==> src/rtl/instruction_fetch_queue.sv <==
// Fetch stage: owns the fetch PC, keeps at most one instruction-memory request
// outstanding and buffers responses in a DEPTH-entry prefetch FIFO for decode.
module instruction_fetch_queue #(
   parameter int unsigned          PC_WIDTH = 32,
   parameter int unsigned          IWIDTH   = 32,
   parameter int unsigned          DEPTH    = 4,
   parameter logic [PC_WIDTH-1:0]  RESET_PC = '0,
   parameter int unsigned          PC_STEP  = 4
) (
   input  logic                       f_clk,
   input  logic                       f_rst,
   input  logic                       f_i_ce,
   input  logic                       f_i_change_pc,
   input  logic [PC_WIDTH-1:0]        f_i_pc,
   output logic                       f_o_mem_req,
   output logic [PC_WIDTH-1:0]        f_o_mem_addr,
   input  logic                       f_i_mem_ack,
   input  logic [IWIDTH-1:0]          f_i_mem_instr,
   output logic                       f_o_ce,
   output logic [IWIDTH-1:0]          f_o_instr,
   output logic [PC_WIDTH-1:0]        f_o_pc,
   input  logic                       f_i_ready,
   output logic [$clog2(DEPTH):0]     f_o_count
);

   localparam int unsigned AW = $clog2(DEPTH);
   localparam int unsigned CW = AW + 1;

   typedef enum logic [1:0] {S_IDLE, S_WAIT, S_DROP} state_t;

   state_t               state;
   logic                 req;
   logic [PC_WIDTH-1:0]  req_addr;
   logic [PC_WIDTH-1:0]  fetch_pc;
   logic [IWIDTH-1:0]    fifo_instr [DEPTH];
   logic [PC_WIDTH-1:0]  fifo_pc    [DEPTH];
   logic [AW-1:0]        rd_ptr;
   logic [AW-1:0]        wr_ptr;
   logic [CW-1:0]        count;

   logic                 redirect;
   logic                 acked;
   logic                 push;
   logic                 pop;
   logic                 issue;
   logic [CW-1:0]        count_n;
   logic [PC_WIDTH-1:0]  issue_addr;

   // Reservation uses the post-edge occupancy, so an ack+pop can free the slot
   // for a back-to-back request on the same edge.
   always_comb begin
      redirect   = f_i_ce & f_i_change_pc;
      acked      = f_i_mem_ack & (state != S_IDLE);
      push       = f_i_mem_ack & (state == S_WAIT) & ~redirect;
      pop        = f_i_ce & ~redirect & (count != '0) & f_i_ready;
      count_n    = redirect ? '0 : (count + CW'(push) - CW'(pop));
      issue      = f_i_ce
                 & ((state == S_IDLE) | ((state == S_WAIT) & f_i_mem_ack))
                 & (count_n < CW'(DEPTH));
      issue_addr = redirect ? f_i_pc : fetch_pc;
   end

   always_ff @(posedge f_clk or negedge f_rst) begin
      if (!f_rst) begin
         state    <= S_IDLE;
         req      <= 1'b0;
         req_addr <= '0;
         fetch_pc <= RESET_PC;
         rd_ptr   <= '0;
         wr_ptr   <= '0;
         count    <= '0;
         for (int unsigned i = 0; i < DEPTH; i++) begin
            fifo_instr[i] <= '0;
            fifo_pc[i]    <= '0;
         end
      end else begin
         count <= count_n;
         if (redirect) begin
            rd_ptr <= '0;
            wr_ptr <= '0;
         end else begin
            if (push) begin
               fifo_instr[wr_ptr] <= f_i_mem_instr;
               fifo_pc[wr_ptr]    <= req_addr;
               wr_ptr             <= wr_ptr + AW'(1);
            end
            if (pop)
               rd_ptr <= rd_ptr + AW'(1);
         end

         if (issue) begin
            req      <= 1'b1;
            req_addr <= issue_addr;
            fetch_pc <= issue_addr + PC_WIDTH'(PC_STEP);
         end else begin
            if (acked)
               req <= 1'b0;
            if (redirect)
               fetch_pc <= f_i_pc;
         end

         case (state)
            S_IDLE: if (issue) state <= S_WAIT;
            S_WAIT: begin
               if (f_i_mem_ack)
                  state <= issue ? S_WAIT : S_IDLE;
               else if (redirect)
                  state <= S_DROP;
            end
            S_DROP: if (f_i_mem_ack) state <= S_IDLE;
            default: state <= S_IDLE;
         endcase
      end
   end

   assign f_o_mem_req  = req;
   assign f_o_mem_addr = req_addr;
   assign f_o_ce       = (count != '0);
   assign f_o_instr    = fifo_instr[rd_ptr];
   assign f_o_pc       = fifo_pc[rd_ptr];
   assign f_o_count    = count;

endmodule

==> config.mk <==
export PLATFORM = sky130hd
export DESIGN_NAME = instruction_fetch_queue
export DESIGN_NICKNAME = d
export VERILOG_FILES = /design/src/rtl/instruction_fetch_queue.sv
export SDC_FILE = /design/constraint.sdc
export NUM_CORES = 1
export LEC_CHECK = 0
export CORE_MARGIN = 3
export CORE_UTILIZATION = 56
export CTS_BUF_LIST = sky130_fd_sc_hd__clkbuf_16
export DETAILED_ROUTE_END_ITERATION = 12
export PLACE_DENSITY = 0.8
export SYNTH_ARGS = -nofsm -noshare
export SYNTH_HDL_FRONTEND = slang
export SYNTH_SLANG_ARGS = --single-unit
==> constraint.sdc <==
create_clock -name f_clk -period 5.2 [get_ports f_clk]
set_input_delay 0.78 -clock f_clk [delete_from_list [all_inputs] [get_ports f_clk]]
set_output_delay 0.78 -clock f_clk [all_outputs]
set_load 0.01 [all_outputs]
# Yosys cells after proc, flatten, opt, wreduce, memory -nomap -nowiden

Index checks and enable logic that the tools add are counted.

Bits in latches: 0
Input bits: 70
Flip-flop bits (word level): 330
Word-level logic and storage cells: 76
Bits in writable memories: 0
ROM bits: 0
Memories: 0

Reduce and logical (&&, ||, !) cells: 9
Div/mod/pow operators: 0
Multiply operators: 0
Equality and inequality tests: 5
Muxes and demuxes: 25
Shift-type cells: 0
Order comparisons: 4
Bitwise logic cells: 13
Add/sub/neg operators: 5

Operators by type and width:

| operator              | count |
|---|---|
| $bwmux 128            | 2 |
| $mux 32               | 7 |
| $bmux 32 s2           | 2 |
| $demux 32 s2          | 1 |
| $add 32x3->32 const B | 1 |
| $mux 2                | 8 |
| $and 1x1->1           | 9 |
| $reduce_bool 2->1     | 4 |
| $ge 3x3->1 const B    | 2 |
| $not 2->3             | 2 |
| $pmux 2 s3            | 1 |
| $add 2x1->2 const B   | 2 |
| $ne 2x2->1 const B    | 2 |
| $add 3x1->3           | 1 |
| $lt 3x1->1 const B    | 1 |
| $lt 3x3->1 const B    | 1 |
| $mux 1                | 3 |
| $mux 3                | 1 |
| $ne 3x3->1 const B    | 1 |
| $reduce_and 3->1      | 1 |
| $reduce_bool 3->1     | 1 |
| $sub 3x1->3           | 1 |
| $eq 2x1->1 const B    | 1 |
| $eq 2x2->1 const B    | 1 |
| other kinds (5)       | 5 |

# Depth between registers and ports, before layout

Depth after elaboration: 12
Mapped depth: 17
Gate-level depth less buffers: 15

# Worst setup path before layout

Ideal clock, no wire load.

Path type: in2reg
Start point: input port f_i_ce
End point: register fetch_pc[23]
Path buffers: 3
Cell stages on the path: 17
Library setup time: 0.128 ns
Data required time: 5.072 ns
Arrival: 4.266 ns
Slack: 0.806 ns
Path through: buf_2 > and2_1 > buf_4 > clkbuf_1 > nor2_1 > inv_1 > ha_1 > inv_1 > ha_1 > inv_1 > fa_1 > xor3_2 > a2111oi_4 > nand4_4 > nand2b_4 > or3_1 > xor2_1

Word-level cells in the longest chain between the ends: 10

Ends and longest elaborated chain:

| what                                                                | line | text |
|---|---|---|
| from (decl)                                                         | 12   | `input logic f_i_ce,` |
| parallel branches: the longest is 9 deep, another holds $add 3x1->3 | n/a  |  |
| $mux 32 *                                                           | 91   | `if (issue) begin` |
| to (signal assigned)                                                | 94   | `fetch_pc <= issue_addr + PC_WIDTH'(PC_STEP);` |
| to (signal assigned)                                                | 99   | `fetch_pc <= f_i_pc;` |
| to (decl)                                                           | 34   | `logic [PC_WIDTH-1:0] fetch_pc;` |

Every way passes the cells marked *.
A chain may end at the register's enable or synchronous reset.

# Final worst setup path

Start point: input port f_i_change_pc
End point: register fetch_pc[20]

Word-level cells in the longest chain between the ends: 10

Ends and longest elaborated chain:

| what                                                                | line | text |
|---|---|---|
| from (decl)                                                         | 13   | `input logic f_i_change_pc,` |
| $and 1x1->1 *                                                       | 52   | `redirect = f_i_ce & f_i_change_pc;` |
| parallel branches: the longest is 8 deep, another holds $add 3x1->3 | n/a  |  |
| $mux 32 *                                                           | 91   |  |

Marks and branches as above.

==> tab_implementation.tex <==
\begin{tabular}{lr}
\hline
Metric & Value \\
\hline
\multicolumn{2}{l}{\textbf{CTS}} \\
\quad Maximum root-to-sink buffer count & 3 \\
\quad Number of clock sinks seen by CTS & 330 \\
\quad CTS Root Cell & sky130\_fd\_sc\_hd\_\_clkbuf\_16 \\
\quad Worst-Skew Late Latency & 520 ps \\
\quad Clock slew at the register clock pins of the worst setup and hold paths & 60 ps \\
\quad Clock tree from TritonCTS & done \\
\quad Count of H-tree levels built during CTS & 2 \\
\quad TritonCTS buffer count & 36 \\
\quad Post\_cts resized & 0 \\
\quad Post-CTS setup repair buffer count & 0 \\
\quad CTS hold repair buffers & 0 \\
\multicolumn{2}{l}{\textbf{Synth}} \\
\quad Count of flip-flops with a built-in enable after synthesis & 0 \\
\quad Synth async-reset ratio & 100\% \\
\quad Cell area after synthesis & 0.0147 mm² \\
\quad Yosys warnings & 0 \\
\quad Synth top area share & 56.1\% \\
\quad Leading post-synthesis cells by cell area & sky130\_fd\_sc\_hd\_\_dfrtp\_1 (56\%), sky130\_fd\_sc\_hd\_\_mux2\_2 (17\%), sky130\_fd\_sc\_hd\_\_mux4\_2 (9.8\%) \\
\quad Largest area contributor in the synthesized netlist & sky130\_fd\_sc\_hd\_\_dfrtp\_1 \\
\quad Mean cell area of the mapped netlist & 14.5 µm² \\
\quad Post-Syn Instances & 1012 \\
\quad Cell variety after synth & 44 \\
\quad Proportion of synthesized chip area in sequential cells & 56.1\% \\
\quad Area share of fa/ha/maj cells after synthesis & 0.731\% \\
\quad Largest family of logic cells by synthesized area & multiplexers \\
\quad Commonest register cell after synthesis & sky130\_fd\_sc\_hd\_\_dfrtp\_1 \\
\quad Dominant cell by count in the synthesized netlist & sky130\_fd\_sc\_hd\_\_dfrtp\_1 \\
\quad Mapped Nets & 1090 \\
\quad Synth Area in Simple Gates & 5.68\% \\
\quad Top post-synthesis cells by count & sky130\_fd\_sc\_hd\_\_dfrtp\_1 (330), sky130\_fd\_sc\_hd\_\_mux2\_2 (224), sky130\_fd\_sc\_hd\_\_nand2\_1 (86) \\
\quad Post-Synth XOR/XNOR Area & 2.01\% \\
\quad Area fraction in compound gates after synthesis & 2.24\% \\
\quad Multiplexer share of the synthesized area & 31.5\% \\
\quad Number of synthesized register bits & 330 \\
\multicolumn{2}{l}{\textbf{Global route}} \\
\quad Pin count of the biggest net entering global routing & 152 \\
\quad Overflow left after global routing & 0 \\
\quad Met1 usage in global routing & 34.3\% \\
\quad Number of antenna violations at the first check in global routing & 0 \\
\quad Global-route wire length before repair & 54600 µm \\
\quad Met2 usage in global routing & 39.3\% \\
\quad Busiest layer in global routing & met2 \\
\quad Overall global routing resource usage & 24.2\% \\
\quad GR met3 Demand/Resource & 4.46\% \\
\quad Vias in the first global route & 9861 \\
\multicolumn{2}{l}{\textbf{Routing}} \\
\quad DR pass1 iterations & 5 \\
\quad DRT iter0 DRCs & 651 \\
\quad Post-detailed-route wirelength per cell & 21.9 µm \\
\quad Count of unresolved DRC violations after routing & 0 \\
\quad Total wire length & 33300 µm \\
\quad Per-cell via count in the routed design & 5.96 \\
\quad Total vias in the final route & 9099 \\
\quad DRT antenna net count & 0 \\
\multicolumn{2}{l}{\textbf{Setup path}} \\
\quad R2R depth & 13 \\
\quad Critical path endpoint category & flop \\
\quad Number of buffer and inverter instances along the worst setup path & 4 \\
\quad Data arrival at the endpoint of the critical path & 4590 ps \\
\quad Critical-path maximum fanout & 7 \\
\quad Startpoint types & primary input \\
\quad Stages on worst setup path & 15 \\
\quad Slowest Stage Delay on Critical Path & 540 ps \\
\quad Data required time of the worst path & 5580 ps \\
\quad CP most frequent cell & sky130\_fd\_sc\_hd\_\_inv\_1 \\
\quad CP delay by family, top & simple AND/OR/NAND/NOR gates \\
\quad Category of the most critical setup path & in2reg \\
\quad Slowest-stage cell, CP & sky130\_fd\_sc\_hd\_\_clkdlybuf4s50\_1 \\
\quad List of cells traversed by the critical path & clkdlybuf4s50\_1 -> and2\_1 -> nor2\_1 -> inv\_1 -> ha\_1 -> inv\_1 -> ha\_1 -> inv\_1 -> fa\_1 -> xor3\_2 -> a2111o\_2 -> a21oi\_2 -> nand4\_1 -> or3b\_1 -> xor2\_1 \\
\multicolumn{2}{l}{\textbf{Floorplan}} \\
\quad Width of the die & 168 µm \\
\quad Row count & 58 \\
\quad Die height & 168 µm \\
\quad Placeable Area & 0.0255 mm² \\
\quad Initial core utilization & 57.8\% \\
\quad Die outline area & 0.0283 mm² \\
\quad Num ports & 171 \\
\multicolumn{2}{l}{\textbf{Placed design}} \\
\quad Routability cong. & 0.930 \\
\quad DP Worst Slack & 502 ps \\
\quad Count of input and output buffers & 170 \\
\quad Final HPWL DP & 20600 µm \\
\multicolumn{2}{l}{\textbf{Layout}} \\
\quad Area Overhead vs Synth & 21.8\% \\
\quad Layout net count & 1253 \\
\quad Number of fill cells in the layout & 1722 \\
\quad Fraction of final layout cells sized beyond drive strength 1 & 31.0\% \\
\quad Number of antenna cells inserted & 0 \\
\multicolumn{2}{l}{\textbf{Power and ir drop}} \\
\quad Switching power & 3.20 mW \\
\quad Flop pwr share & 41.5\% \\
\quad Portion of total power attributed to combinational logic & 34.9\% \\
\quad Power Density & 586 mW/mm² \\
\quad Fraction of power spent switching nets & 30.4\% \\
\quad Clock network power share & 23.7\% \\
\quad Leakage dissipation & 8.07 nW \\
\quad Pwr Total & 10.5 mW \\
\quad Int Pwr & 7.30 mW \\
\quad Worst voltage drop across the vdd grid & 0.460 mV \\
\multicolumn{2}{l}{\textbf{Timing}} \\
\quad Final setup violation count & 0 \\
\quad Unrepaired setup endpoints after global routing & false \\
\quad Final period util & 81.0\% \\
\quad Slew headroom & 27.5\% \\
\quad Transition time of the tightest slew-check pin & 1090 ps \\
\quad Fmax & 237 MHz \\
\quad Setup skew after layout & 20.0 ps \\
\quad Count of final max-slew check failures & 0 \\
\quad Final worst path period need & 4210 ps \\
\quad Hold violation total from the final report & 0 \\
\quad Final-layout setup total negative slack & 0 ps \\
\quad Fin worst setup slack & 988 ps \\
\multicolumn{2}{l}{\textbf{Outcome}} \\
\quad Run status & completed \\
\multicolumn{2}{l}{\textbf{Flow run}} \\
\quad Count of max-cap constraint violations & 0 \\
\multicolumn{2}{l}{\textbf{Hold path}} \\
\quad Min-Delay Path Class & in2async \\
\hline
\end{tabular}
[cell usage in the layout (no fill, tap or decap), types with 3 or more instances in the layout]
cell type and instances:
sky130_fd_sc_hd__inv_1 9, sky130_fd_sc_hd__a21oi_1 6, sky130_fd_sc_hd__nand3_1 20, sky130_fd_sc_hd__nor3_1 6, sky130_fd_sc_hd__ha_1 7, sky130_fd_sc_hd__and3_1 4, sky130_fd_sc_hd__xnor2_1 15, sky130_fd_sc_hd__clkdlybuf4s50_1 169
sky130_fd_sc_hd__bufinv_16 4, sky130_fd_sc_hd__buf_12 3, sky130_fd_sc_hd__mux4_2 64, sky130_fd_sc_hd__clkbuf_16 37, sky130_fd_sc_hd__buf_4 10, sky130_fd_sc_hd__clkinv_1 8, sky130_fd_sc_hd__clkinv_2 5, sky130_fd_sc_hd__nor2b_1 3
sky130_fd_sc_hd__nand4_1 20, sky130_fd_sc_hd__mux2_2 224, sky130_fd_sc_hd__o21ai_0 24, sky130_fd_sc_hd__nand2_1 81, sky130_fd_sc_hd__nor2_1 14, sky130_fd_sc_hd__mux2i_1 29, sky130_fd_sc_hd__dfrtp_1 328, sky130_fd_sc_hd__o21ai_1 20
sky130_fd_sc_hd__nor4_2 3, sky130_fd_sc_hd__xor2_1 16, sky130_fd_sc_hd__mux2_1 34, sky130_fd_sc_hd__nand2_4 4
[path summary, 6_finish.rpt]
check                                          endpoint  slack [ps]                   start
worst max-delay path             fetch_pc[20]$_DFF_PN0_         990           f_i_change_pc
worst min-delay path            fifo_pc[54]$_DFFE_PN0P_         150                   f_rst
worst max register to register   fetch_pc[20]$_DFF_PN0_        1020  f_o_count[1]$_DFF_PN0_
worst min register to register    fetch_pc[1]$_DFF_PN0_         480   fetch_pc[1]$_DFF_PN0_
max in group asynchronous         rd_ptr[1]$_DFFE_PN0P_        3890                   f_rst
min in group f_clk                fetch_pc[1]$_DFF_PN0_         480   fetch_pc[1]$_DFF_PN0_
[power groups by stage]
stage	Clock, mW	Sequential, mW	Combinational (mW)
after CTS	2.55	4.36	3.71
final	2.48	4.35	3.66
after global placement	0	4.32	3.59
after detailed placement	0	4.37	3.68
after floorplan	0	4.10	2.21
after global routing	2.66	4.50	3.94
[registers in the layout, indices dropped and copies added, names as in the netlist]
register / flops
f_o_mem_req: 1
state: 2
rd_ptr: 2
fifo_instr: 128
wr_ptr: 2
f_o_mem_addr: 32
fetch_pc: 32
f_o_count: 3
fifo_pc: 128
[per-layer routing]
layer  wire [µm]  up-vias  part of all wire [%]
met4         719        0                   2.2
met3        1920       53                   5.8
met1       14500     4726                    43
li1            -     4034                     -
met5           0        -                     0
met2       16300      286                    49
[per-stage QoR]
stage | utilization, % | instance area (µm²) | std cells | hold WS (ps)
2_1_floorplan | - | 14700 | 1012 | 441
3_3_place_gp | 65.9 | 16800 | 1467 | 466
3_5_place_dp | 65.9 | 16800 | 1467 | 469
4_1_cts | 70.4 | 17900 | 1526 | 151
5_1_grt | 70.4 | 17900 | 1526 | 163
6_report | 70.4 | 17900 | 1526 | 152
[area by class of cell]
cell class | instances | area [µm²] | area share [%]
timing repair buffer | 183 | 1840 | 10.3
multi-input combinational | 617 | 6240 | 34.8
tap | 330 | 413 | 2.30
inverter | 7 | 26.3 | 0.147
clock inverter | 22 | 209 | 1.17
sequential | 330 | 8270 | 46.1
clock buffer | 37 | 926 | 5.17
[kinds of logic after synthesis]
| logic type | after synthesis |
|---|---|
| AO/OA/AOI/OAI | 57 |
| AND/OR/NAND/NOR | 169 |
| multiplexers | 351 |
| XOR/XNOR | 32 |
| flip-flops | 330 |
| buffers and inverters | 65 |
| adder cells (fa/ha/maj) | 8 |
Note: power is estimated with default switching activity, not from simulation.
